==> src/rtl/truth_table_sweeper_if.sv <==
// Config/status bundle between a test master and truth_table_sweeper.
// The master raises START with an expected truth table in EXPECT; the
// sweeper reports BUSY/DONE and the sampled table with its verdict.
interface truth_table_sweeper_if #(
  parameter int N_IN = 4
);
  localparam int NV = 1 << N_IN;

  logic            START;
  logic [NV-1:0]   EXPECT;
  logic            BUSY;
  logic            DONE;
  logic [NV-1:0]   RESULT;
  logic            MATCH;
  logic [N_IN-1:0] ERR_IDX;

  modport master (
    output START, EXPECT,
    input  BUSY, DONE, RESULT, MATCH, ERR_IDX
  );

  modport slave (
    input  START, EXPECT,
    output BUSY, DONE, RESULT, MATCH, ERR_IDX
  );
endinterface

==> src/rtl/truth_table_sweeper.sv <==
// Exhaustive truth-table sweeper for an N_IN-input combinational gate.
// Drives every vector 0..2^N_IN-1 on ABCD, holds each for SETTLE_CYCLES,
// samples F into RESULT and compares against the EXPECT captured at START.
// Optional build macro STOP_ON_MISMATCH_EN: end the sweep at the first
// mismatching sample instead of covering all vectors.
module truth_table_sweeper #(
  parameter int N_IN          = 4,
  parameter int SETTLE_CYCLES = 1
) (
  input  logic                 CLK,
  input  logic                 RST_N,
  truth_table_sweeper_if.slave cfg,
  input  logic                 F,
  output logic [N_IN-1:0]      ABCD
);
  localparam int NV    = 1 << N_IN;
  localparam int CNT_W = (SETTLE_CYCLES > 1) ? $clog2(SETTLE_CYCLES) : 1;
  localparam logic [CNT_W-1:0] CNT_LAST = CNT_W'(SETTLE_CYCLES - 1);
  localparam logic [N_IN-1:0]  VEC_LAST = '1;

  typedef enum logic [1:0] {
    IDLE,
    SETTLE,
    FINISH
  } state_e;

  state_e            state_q,    state_d;
  logic [N_IN-1:0]   abcd_q,     abcd_d;
  logic [CNT_W-1:0]  cnt_q,      cnt_d;
  logic [NV-1:0]     expect_q,   expect_d;
  logic [NV-1:0]     result_q,   result_d;
  logic              mismatch_q, mismatch_d;
  logic [N_IN-1:0]   err_idx_q,  err_idx_d;
  logic              busy_q,     busy_d;
  logic              done_q,     done_d;
  logic              match_q,    match_d;

  logic              sample_miss;
  logic              end_sweep;

  // Next-state and next-output logic for the sweep sequencer.
  always_comb begin
    // NOTE: every signal gets a default before the case so no path leaves
    // it unassigned; otherwise synthesis infers a latch.
    state_d     = state_q;
    abcd_d      = abcd_q;
    cnt_d       = cnt_q;
    expect_d    = expect_q;
    result_d    = result_q;
    mismatch_d  = mismatch_q;
    err_idx_d   = err_idx_q;
    busy_d      = busy_q;
    done_d      = 1'b0;
    match_d     = match_q;
    sample_miss = 1'b0;
    end_sweep   = 1'b0;

    case (state_q)
      IDLE: begin
        if (cfg.START) begin
          expect_d   = cfg.EXPECT;
          result_d   = '0;
          match_d    = 1'b0;
          err_idx_d  = '0;
          mismatch_d = 1'b0;
          abcd_d     = '0;
          cnt_d      = '0;
          busy_d     = 1'b1;
          state_d    = SETTLE;
        end
      end

      SETTLE: begin
        if (cnt_q == CNT_LAST) begin
          cnt_d            = '0;
          result_d[abcd_q] = F;
          sample_miss      = (F != expect_q[abcd_q]);
          if (sample_miss && !mismatch_q) begin
            mismatch_d = 1'b1;
            err_idx_d  = abcd_q;
          end
`ifdef STOP_ON_MISMATCH_EN
          end_sweep = (abcd_q == VEC_LAST) || sample_miss;
`else
          end_sweep = (abcd_q == VEC_LAST);
`endif
          if (end_sweep) begin
            // The last sample's verdict is folded in here so MATCH is
            // valid in the same cycle DONE is.
            state_d = FINISH;
            done_d  = 1'b1;
            match_d = ~(mismatch_q | sample_miss);
            abcd_d  = '0;
          end else begin
            abcd_d = abcd_q + N_IN'(1);
          end
        end else begin
          cnt_d = cnt_q + CNT_W'(1);
        end
      end

      FINISH: begin
        busy_d  = 1'b0;
        state_d = IDLE;
      end

      default: begin
        state_d = IDLE;
      end
    endcase
  end

  // State and registered outputs; async reset clears everything at once.
  always_ff @(posedge CLK or negedge RST_N) begin
    if (!RST_N) begin
      // NOTE: RESULT and the expect table are plain flop vectors, not a RAM,
      // so they take the reset like every other register here.
      state_q    <= IDLE;
      abcd_q     <= '0;
      cnt_q      <= '0;
      expect_q   <= '0;
      result_q   <= '0;
      mismatch_q <= 1'b0;
      err_idx_q  <= '0;
      busy_q     <= 1'b0;
      done_q     <= 1'b0;
      match_q    <= 1'b0;
    end else begin
      // NOTE: non-blocking assignments so every flop samples the pre-edge
      // values, independent of statement order.
      state_q    <= state_d;
      abcd_q     <= abcd_d;
      cnt_q      <= cnt_d;
      expect_q   <= expect_d;
      result_q   <= result_d;
      mismatch_q <= mismatch_d;
      err_idx_q  <= err_idx_d;
      busy_q     <= busy_d;
      done_q     <= done_d;
      match_q    <= match_d;
    end
  end

  assign ABCD        = abcd_q;
  assign cfg.BUSY    = busy_q;
  assign cfg.DONE    = done_q;
  assign cfg.RESULT  = result_q;
  assign cfg.MATCH   = match_q;
  assign cfg.ERR_IDX = err_idx_q;

endmodule

==> src/flat_wrapper.sv <==
// flat-port wrapper written by rule: the top's interface ports become plain ports
module truth_table_sweeper_flat 
#(
  parameter int N_IN          = 4,
  parameter int SETTLE_CYCLES = 1
)
  (CLK, RST_N, F, ABCD, cfg_START, cfg_EXPECT, cfg_BUSY, cfg_DONE, cfg_RESULT, cfg_MATCH, cfg_ERR_IDX);
  truth_table_sweeper_if #(.N_IN(N_IN)) cfg_i ();
  input  logic CLK;
  input  logic RST_N;
  input  logic F;
  output logic [N_IN-1:0] ABCD;
  input wire logic [$bits(cfg_i.START)-1:0] cfg_START;
  input wire logic [$bits(cfg_i.EXPECT)-1:0] cfg_EXPECT;
  output wire logic [$bits(cfg_i.BUSY)-1:0] cfg_BUSY;
  output wire logic [$bits(cfg_i.DONE)-1:0] cfg_DONE;
  output wire logic [$bits(cfg_i.RESULT)-1:0] cfg_RESULT;
  output wire logic [$bits(cfg_i.MATCH)-1:0] cfg_MATCH;
  output wire logic [$bits(cfg_i.ERR_IDX)-1:0] cfg_ERR_IDX;
  assign cfg_i.START = cfg_START;
  assign cfg_i.EXPECT = cfg_EXPECT;
  assign cfg_BUSY = cfg_i.BUSY;
  assign cfg_DONE = cfg_i.DONE;
  assign cfg_RESULT = cfg_i.RESULT;
  assign cfg_MATCH = cfg_i.MATCH;
  assign cfg_ERR_IDX = cfg_i.ERR_IDX;
  truth_table_sweeper #(.N_IN(N_IN), .SETTLE_CYCLES(SETTLE_CYCLES)) u_core (.CLK(CLK), .RST_N(RST_N), .cfg(cfg_i), .F(F), .ABCD(ABCD));
endmodule
==> config.mk <==
export PLATFORM = sky130hd
export DESIGN_NAME = truth_table_sweeper_flat
export DESIGN_NICKNAME = d
export VERILOG_FILES = /design/src/rtl/truth_table_sweeper_if.sv /design/src/rtl/truth_table_sweeper.sv /design/src/flat_wrapper.sv
export SDC_FILE = /design/constraint.sdc
export NUM_CORES = 1
export LEC_CHECK = 0
export CELL_PAD_IN_SITES_DETAIL_PLACEMENT = 0
export CELL_PAD_IN_SITES_GLOBAL_PLACEMENT = 1
export CORE_MARGIN = 4
export CORE_UTILIZATION = 34
export DETAILED_ROUTE_END_ITERATION = 10
export GPL_ROUTABILITY_DRIVEN = 1
export PLACE_DENSITY = 0.74
export SLEW_MARGIN = 20
export SYNTH_ARGS = -nofsm -noshare
export SYNTH_HDL_FRONTEND = slang
export SYNTH_SLANG_ARGS = --single-unit
==> constraint.sdc <==
create_clock -name CLK -period 1.9 [get_ports CLK]
set_input_delay 0.285 -clock CLK [delete_from_list [all_inputs] [get_ports CLK]]
set_output_delay 0.285 -clock CLK [all_outputs]
set_load 0.03 [all_outputs]
==> results_dict.tcl, run 1 <==
set metrics [dict create \
    drv_slew 0 \
    fp.coreArea_um2 6096 \
    critical_path_buf_inv_count 1 \
    p_clk_share_pct 14.3 \
    layout-drive-gt1-share_pct 11.03 \
    slowest_stage "mux4_2" \
    synth_top_area_share_pct 52.66 \
    max_freq_mhz 523.2 \
    whs_ps 456.5 \
    power_density_nw_per_um2 1713 \
    gr-usage-met3_pct 3.198 \
    seq_area_frac_synth_pct 52.66 \
    syn_inst 232 \
    grt_max_degree 40 \
    end_kind "register" \
    cp_top_family "multiplexers" \
    die_x_um 88.18 \
    dp_hpwl_um 3743 \
    crit_path_max_fanout 5 \
    seq_power_share_pct 32.3 \
    clock_skew_ps 11.90 \
    antenna_found_initial 0 \
    internal_power_mw 2.973 \
    clk_path_buf_depth 2 \
    path_clk_slew_ps 90 \
    peakVddDrop_mv 0.6206 \
    fp-row-count 28 \
    num_antenna_cells 0 \
    wirelength_um 5213 \
    violations "negative setup slack" \
    yosys_warnings 0 \
    cp.arrival_ps 2140 \
    power_leakage_nw 1.418 \
    cp-startpoint "u_core.ABCD[1]$_DFFE_PN0P_" \
    status "finished with violations" \
    placed_cell_area_um2 2806 \
    fin_crit_sh_pct 100.6 \
    avgSynthCellArea_um2 9.422 \
    dp.cells 353 \
    synth-seq-cells 46 \
    cap_viol_max_count 0 \
    dr.first_iter.drc_count 116 \
    htree_levels 2 \
    grtUsageMet1_pct 20.01 \
    r2r-start "u_core.ABCD[1]$_DFFE_PN0P_" \
    worstSetupStartpointType "register" \
    p_sw_mw 2.101 \
    slew_headroom_pct 70.64 \
    hold_path.class "in2async" \
    cp_cell_sequence "buf_4, mux2i_1, mux4_2, xnor2_2, a31oi_4, mux2i_1" \
    final.fill_count 598 \
    final-instance-count-excl-fill 365 \
    finalWorstSetupSlack_ps -11.20 \
    synth_cell_types 29 \
    path_class "reg2reg" \
    cts_root_buffer "clkbuf_8" \
    dr.pass1.iters 4 \
    cts.sinks 46 \
    finalHoldViolations 0 \
    route.detailed.drc 0 \
    numPortBuffers 46 \
    cts_made_buffers 5 \
    floorplan.initialDensity_pct 35.86 \
    path_common_cell "mux2i_1" \
    ys_top_cells_by_area "dfrtp_1, nand2_1, mux2i_1" \
    grtUsageTotal_pct 14.37 \
    antenna_left 0 \
    die_h_um 88.18 \
    rsz0062_at_grt "true" \
    grt_pass1_wl_um 8694 \
    gp_congestion 0.7645 \
    critical_path.max_stage_delay_ps 510 \
    final-setup-viol-count 2 \
    yosysTopAreaCell "dfrtp_1" \
    grt_pass1_vias 1734 \
    min_period_ps 1911 \
    num_io_pins 47 \
    areaGrowthSynthToFinish_pct 35.49 \
    cts_tree "done" \
    grt-ovfl-total 0 \
    top_usage_layer "met2" \
    clk_latency_ps 300 \
    cp_data_required_time_ps 2130 \
    p_comb_share_pct 53.4 \
    via_count 1766 \
    swShare_pct 41.41 \
    routedWlPerCell_um 14.28 \
    grt_use_met2_pct 22.50 \
    nNetsFinal 313 \
    synthesis.nets 256 \
    syn_area_um2 2186 \
    detail_route.vias_per_cell 4.838 \
    die_area_um2 7776 \
    worst_slew_pin_slew_ps 435.8 \
    design_area_um2 2962 \
]
## cells in the final DEF, fill, tap and decap left out, types with 2 or more instances in the layout
cell,count
o311ai_0,4
nand2_1,83
o21ai_0,6
buf_4,16
nand2b_1,2
mux4_2,2
nor2_1,5
mux2i_1,12
xnor2_1,2
nor2b_1,2
clkbuf_1,2
inv_1,4
buf_12,2
o211ai_1,8
dfrtp_1,45
clkbuf_8,5
and3_1,2
nand4_1,13
clkdlybuf4s50_1,45
a21oi_1,2
nand3_1,9
ha_1,4
## kinds of logic after synthesis
group / Yosys count / share of synthesized area [%]
AND/OR/NAND/NOR: 120 / 23.87
flip-flops: 46 / 52.66
AO/OA/AOI/OAI: 24 / 7.842
buffers and inverters: 20 / 3.778
multiplexers: 15 / 8.013
adder cells (fa/ha/maj): 4 / 2.290
XOR/XNOR: 3 / 1.546
## final cells by class
cell class,instances,area (um2),area share [%]
tap,75,93.84,3.169
clock buffer,7,76.32,2.577
multi-input combinational,166,964.7,32.57
sequential,46,1152,38.91
inverter,5,18.77,0.6337
timing repair buffer,65,625.6,21.12
clock inverter,1,30.03,1.014
## timing repair
item                       CTS  global route
setup endpoints to repair    4             5
hold buffers                 1             0
buffers inserted             1             2
resized for setup            0             3
hold endpoints to repair    17             0
## Yosys cell counts
master     number
a21oi_1         2
a22o_1          1
a31oi_1         1
a31oi_2         1
and3_1          2
buf_1           1
buf_6           1
clkbuf_1       13
dfrtp_1        46
ha_1            4
inv_1           5
mux2i_1        13
mux4_2          2
nand2_1        83
nand2b_1        2
nand3_1         9
nand3b_1        1
nand4_1        13
nor2_1          5
nor2b_1         2
nor3_1          1
nor3b_1         1
o211ai_1        8
o21ai_0         6
o2bb2ai_1       1
o311ai_0        4
or4_1           1
xnor2_1         2
xnor2_2         1
## metal layers
layer / vias to the layer above / wire length (um) / share of wire [%]
met2: 44 / 2324 / 45
met4: 0 / 59 / 1.1
met5: - / 0 / 0
met1: 806 / 2569 / 49
li1: 909 / - / -
met3: 7 / 259 / 5.0
## registers in the layout, summed over array words and instances, names as in the netlist
name,cells
u_core.ABCD,4
u_core.cfg.BUSY,1
u_core.cfg.DONE,1
u_core.cfg.ERR_IDX,4
u_core.cfg.MATCH,1
u_core.cfg.RESULT,16
u_core.expect_q,16
u_core.mismatch_q,1
u_core.state_q,2
## power by group through the flow
stage	clock (mW)	combinational [mW]	sequential, mW
2_1_floorplan	0	1.24	2.06
3_3_place_gp	0	2.56	1.70
3_5_place_dp	0	2.59	1.70
4_1_cts	0.740	2.62	1.68
5_1_grt	0.775	2.96	1.69
6_report	0.723	2.71	1.64
## final timing paths
check	end	slack [ps]	depth (start not counted)
worst min register to register	u_core.expect_q[8]$_DFFE_PN0P_	480	2
max in group asynchronous	u_core.cfg.RESULT[13]$_DFFE_PN0P_	840	3
worst max-delay path	u_core.cfg.ERR_IDX[1]$_DFFE_PN0P_	-10	6
worst max register to register	u_core.cfg.ERR_IDX[1]$_DFFE_PN0P_	-10	6
min in group CLK	u_core.expect_q[8]$_DFFE_PN0P_	480	2
worst min-delay path	u_core.state_q[1]$_DFFE_PN0P_	460	2
## worst register-to-register path: cells and delay by family, from the launching register on
| family | cells | cell delay, ps |
|---|---|---|
| AO/OA/AOI/OAI | 1 | 220 |
| buffers and inverters | 1 | 170 |
| multiplexers | 3 | 840 |
| flip-flops | 1 | 440 |
| XOR/XNOR | 1 | 180 |
## stage by stage
stage / util (%) / TNS (ps) / setup WS, ps / power [mW]
floorplan: - / -56.04 / -18.68 / 3.302
global placement: 46.04 / 0 / 50.32 / 4.263
detailed placement: 46.04 / 0 / 12.91 / 4.291
CTS: 48.07 / -17.58 / -8.928 / 5.045
global route: 48.58 / -271.6 / -103.3 / 5.434
finish: 48.58 / -19.07 / -11.20 / 5.074
Power figures use the tool's default switching activity.
==> run 2: changes to the inputs <==
- CORE_UTILIZATION: 34 -> 38
- PLACE_DENSITY: 0.74 -> 0.78
- clock period: 1.9 -> 1.8 ns (I/O delays scaled with it)
==> results_dict.tcl, run 2 (synthesis gave the netlist of run 1 again) <==
set metrics [dict create \
    drv_slew 0 \
    cts_made_buffers 5 \
    fp.coreArea_um2 5540 \
    final-setup-viol-count 4 \
    final.fill_count 522 \
    p_comb_share_pct 53.4 \
    cts_root_buffer "clkbuf_8" \
    end_kind "register" \
    gp_congestion 0.7856 \
    cp.arrival_ps 2170 \
    grt_max_degree 40 \
    cp-startpoint "u_core.ABCD[1]$_DFFE_PN0P_" \
    via_count 1836 \
    setup_tns_ps -489.9 \
    numPortBuffers 46 \
    finalHoldViolations 0 \
    seq_power_share_pct 33.1 \
    grt-ovfl-total 0 \
    slew_headroom_pct 72.41 \
    antenna_left 0 \
    cp_data_required_time_ps 2010 \
    cp_cell_sequence "buf_6, mux2i_1, mux4_2, xnor2_2, a31oi_4, mux2i_1" \
    fin_crit_sh_pct 109.0 \
    path_clk_slew_ps 80 \
    layout-drive-gt1-share_pct 12.67 \
    peakVddDrop_mv 0.6070 \
    clk_latency_ps 290 \
    wirelength_um 4967 \
    grtUsageTotal_pct 14.85 \
    dr.pass1.iters 4 \
    final_cell_mix "nand2_1, dfrtp_1, clkdlybuf4s50_1" \
    nNetsFinal 315 \
    r2r-start "u_core.ABCD[1]$_DFFE_PN0P_" \
    die_x_um 83.85 \
    swShare_pct 41.41 \
    place_ws_ps -134.8 \
    worst_slew_pin_slew_ps 409.6 \
    antenna_found_initial 0 \
    path_class "reg2reg" \
    die_h_um 83.85 \
    route.detailed.drc 0 \
    clk_path_buf_depth 2 \
    hold_path.class "in2async" \
    rsz0062_at_grt "true" \
    detail_route.vias_per_cell 5.044 \
    crit_path_max_fanout 6 \
    dr.first_iter.drc_count 164 \
    rrSetupSlack_ps -160 \
    internal_power_mw 3.109 \
    finalWorstSetupSlack_ps -162.7 \
    violations "negative setup slack" \
    clock_skew_ps 4.956 \
    critical_path_buf_inv_count 1 \
    status "finished with violations" \
    whs_ps 435.0 \
    cts.sinks 46 \
    r2r-end "u_core.cfg.ERR_IDX[0]$_DFFE_PN0P_" \
    max_freq_mhz 509.5 \
    grt_pass1_wl_um 8604 \
    cts_tree "done" \
    worstSetupStartpointType "register" \
    p_sw_mw 2.197 \
    path_common_cell "mux2i_1" \
    cap_viol_max_count 0 \
    routedWlPerCell_um 13.65 \
    die_area_um2 7030 \
    r2r_cells 6 \
    p_clk_share_pct 13.6 \
    areaGrowthSynthToFinish_pct 36.63 \
    grt_pass1_vias 1702 \
    slowest_stage "mux4_2" \
    cp_top_family "multiplexers" \
    final_common_cell "nand2_1" \
    power_density_nw_per_um2 1777 \
    min_period_ps 1963 \
    critical_path.max_stage_delay_ps 510 \
    floorplan.initialDensity_pct 39.45 \
    htree_levels 2 \
    fp-row-count 27 \
    dp_hpwl_um 3639 \
    num_antenna_cells 0 \
    power_leakage_nw 1.453 \
    num_io_pins 47 \
]
==> run 2: cell types whose count changed in the layout (fill, tap and decap cells not counted) <==
| cell | change |
|---|---|
| mux2i_2 | -1 |
| clkdlybuf4s50_1 | -4 |
| ha_2 | +1 |
| bufinv_16 | -1 |
| dlygate4sd2_1 | +3 |
| ha_1 | -1 |
| clkbuf_8 | +3 |
| clkbuf_1 | -2 |
| dlymetal6s2s_1 | +1 |
| nand3_2 | +1 |
| mux2i_1 | +1 |
| buf_6 | +2 |
| nand3_1 | -1 |
==> run 2: power by group through the flow <==
stage	Clock [mW]	Sequential, mW	Combinational, mW
after floorplan	0	2.17	1.31
after global placement	0	1.79	2.75
after detailed placement	0	1.80	2.79
after CTS	0.741	1.78	2.79
after global routing	0.776	1.81	3.11
final	0.720	1.75	2.83
==> run 2: how the worst max path moves through the flow <==
stage,end,slack [ps],cells after the start
4_1_cts,u_core.cfg.ERR_IDX[0]$_DFFE_PN0P_,-140,5
3_5_place_dp,u_core.cfg.ERR_IDX[1]$_DFFE_PN0P_,-130,5
3_3_place_gp,u_core.cfg.ERR_IDX[2]$_DFFE_PN0P_,-30,5
2_1_floorplan,u_core.cfg.ERR_IDX[0]$_DFFE_PN0P_,-120,6
6_report,u_core.cfg.ERR_IDX[0]$_DFFE_PN0P_,-160,6
5_1_grt,u_core.cfg.ERR_IDX[2]$_DFFE_PN0P_,-220,6
==> run 2: routing by layer <==
metal	vias to the layer above	GRT usage, %	wire [um]
met4	0	3.216	21
li1	913	-	-
met3	2	3.258	309
met2	67	23.64	2369
met5	-	0	0
met1	854	20.82	2268
==> run 2: final cells by class <==
cell class	instances	area, um2	share of cell area [%]
flip-flops and latches	46	1152	38.58
multi-input cells	166	968.4	32.43
repair buffers	67	646.9	21.66
clock buffers	8	110.1	3.687
well taps	72	90.09	3.016
inverters	5	18.77	0.6284
==> run 2: stage by stage <==
step                cell area, um2  cells  utilization, %  total power, mW
global placement              2838    353           51.22            4.544
floorplan                     2196    232               -            3.486
CTS                           2954    362           53.32            5.305
global route                  2987    364           53.91            5.699
finish                        2987    364           53.91            5.306
detailed placement            2838    353           51.22            4.593
==> run 2: repair_timing <==
item                                    in CTS  in global routing
endpoints found under the setup margin       7                  9
pin swaps                                    0                  2
gates resized for setup                      3                  7
buffers inserted                             0                  2
cloned                                       0                  0
hold buffers                                 1                  0
endpoints found under the hold margin       16                  0
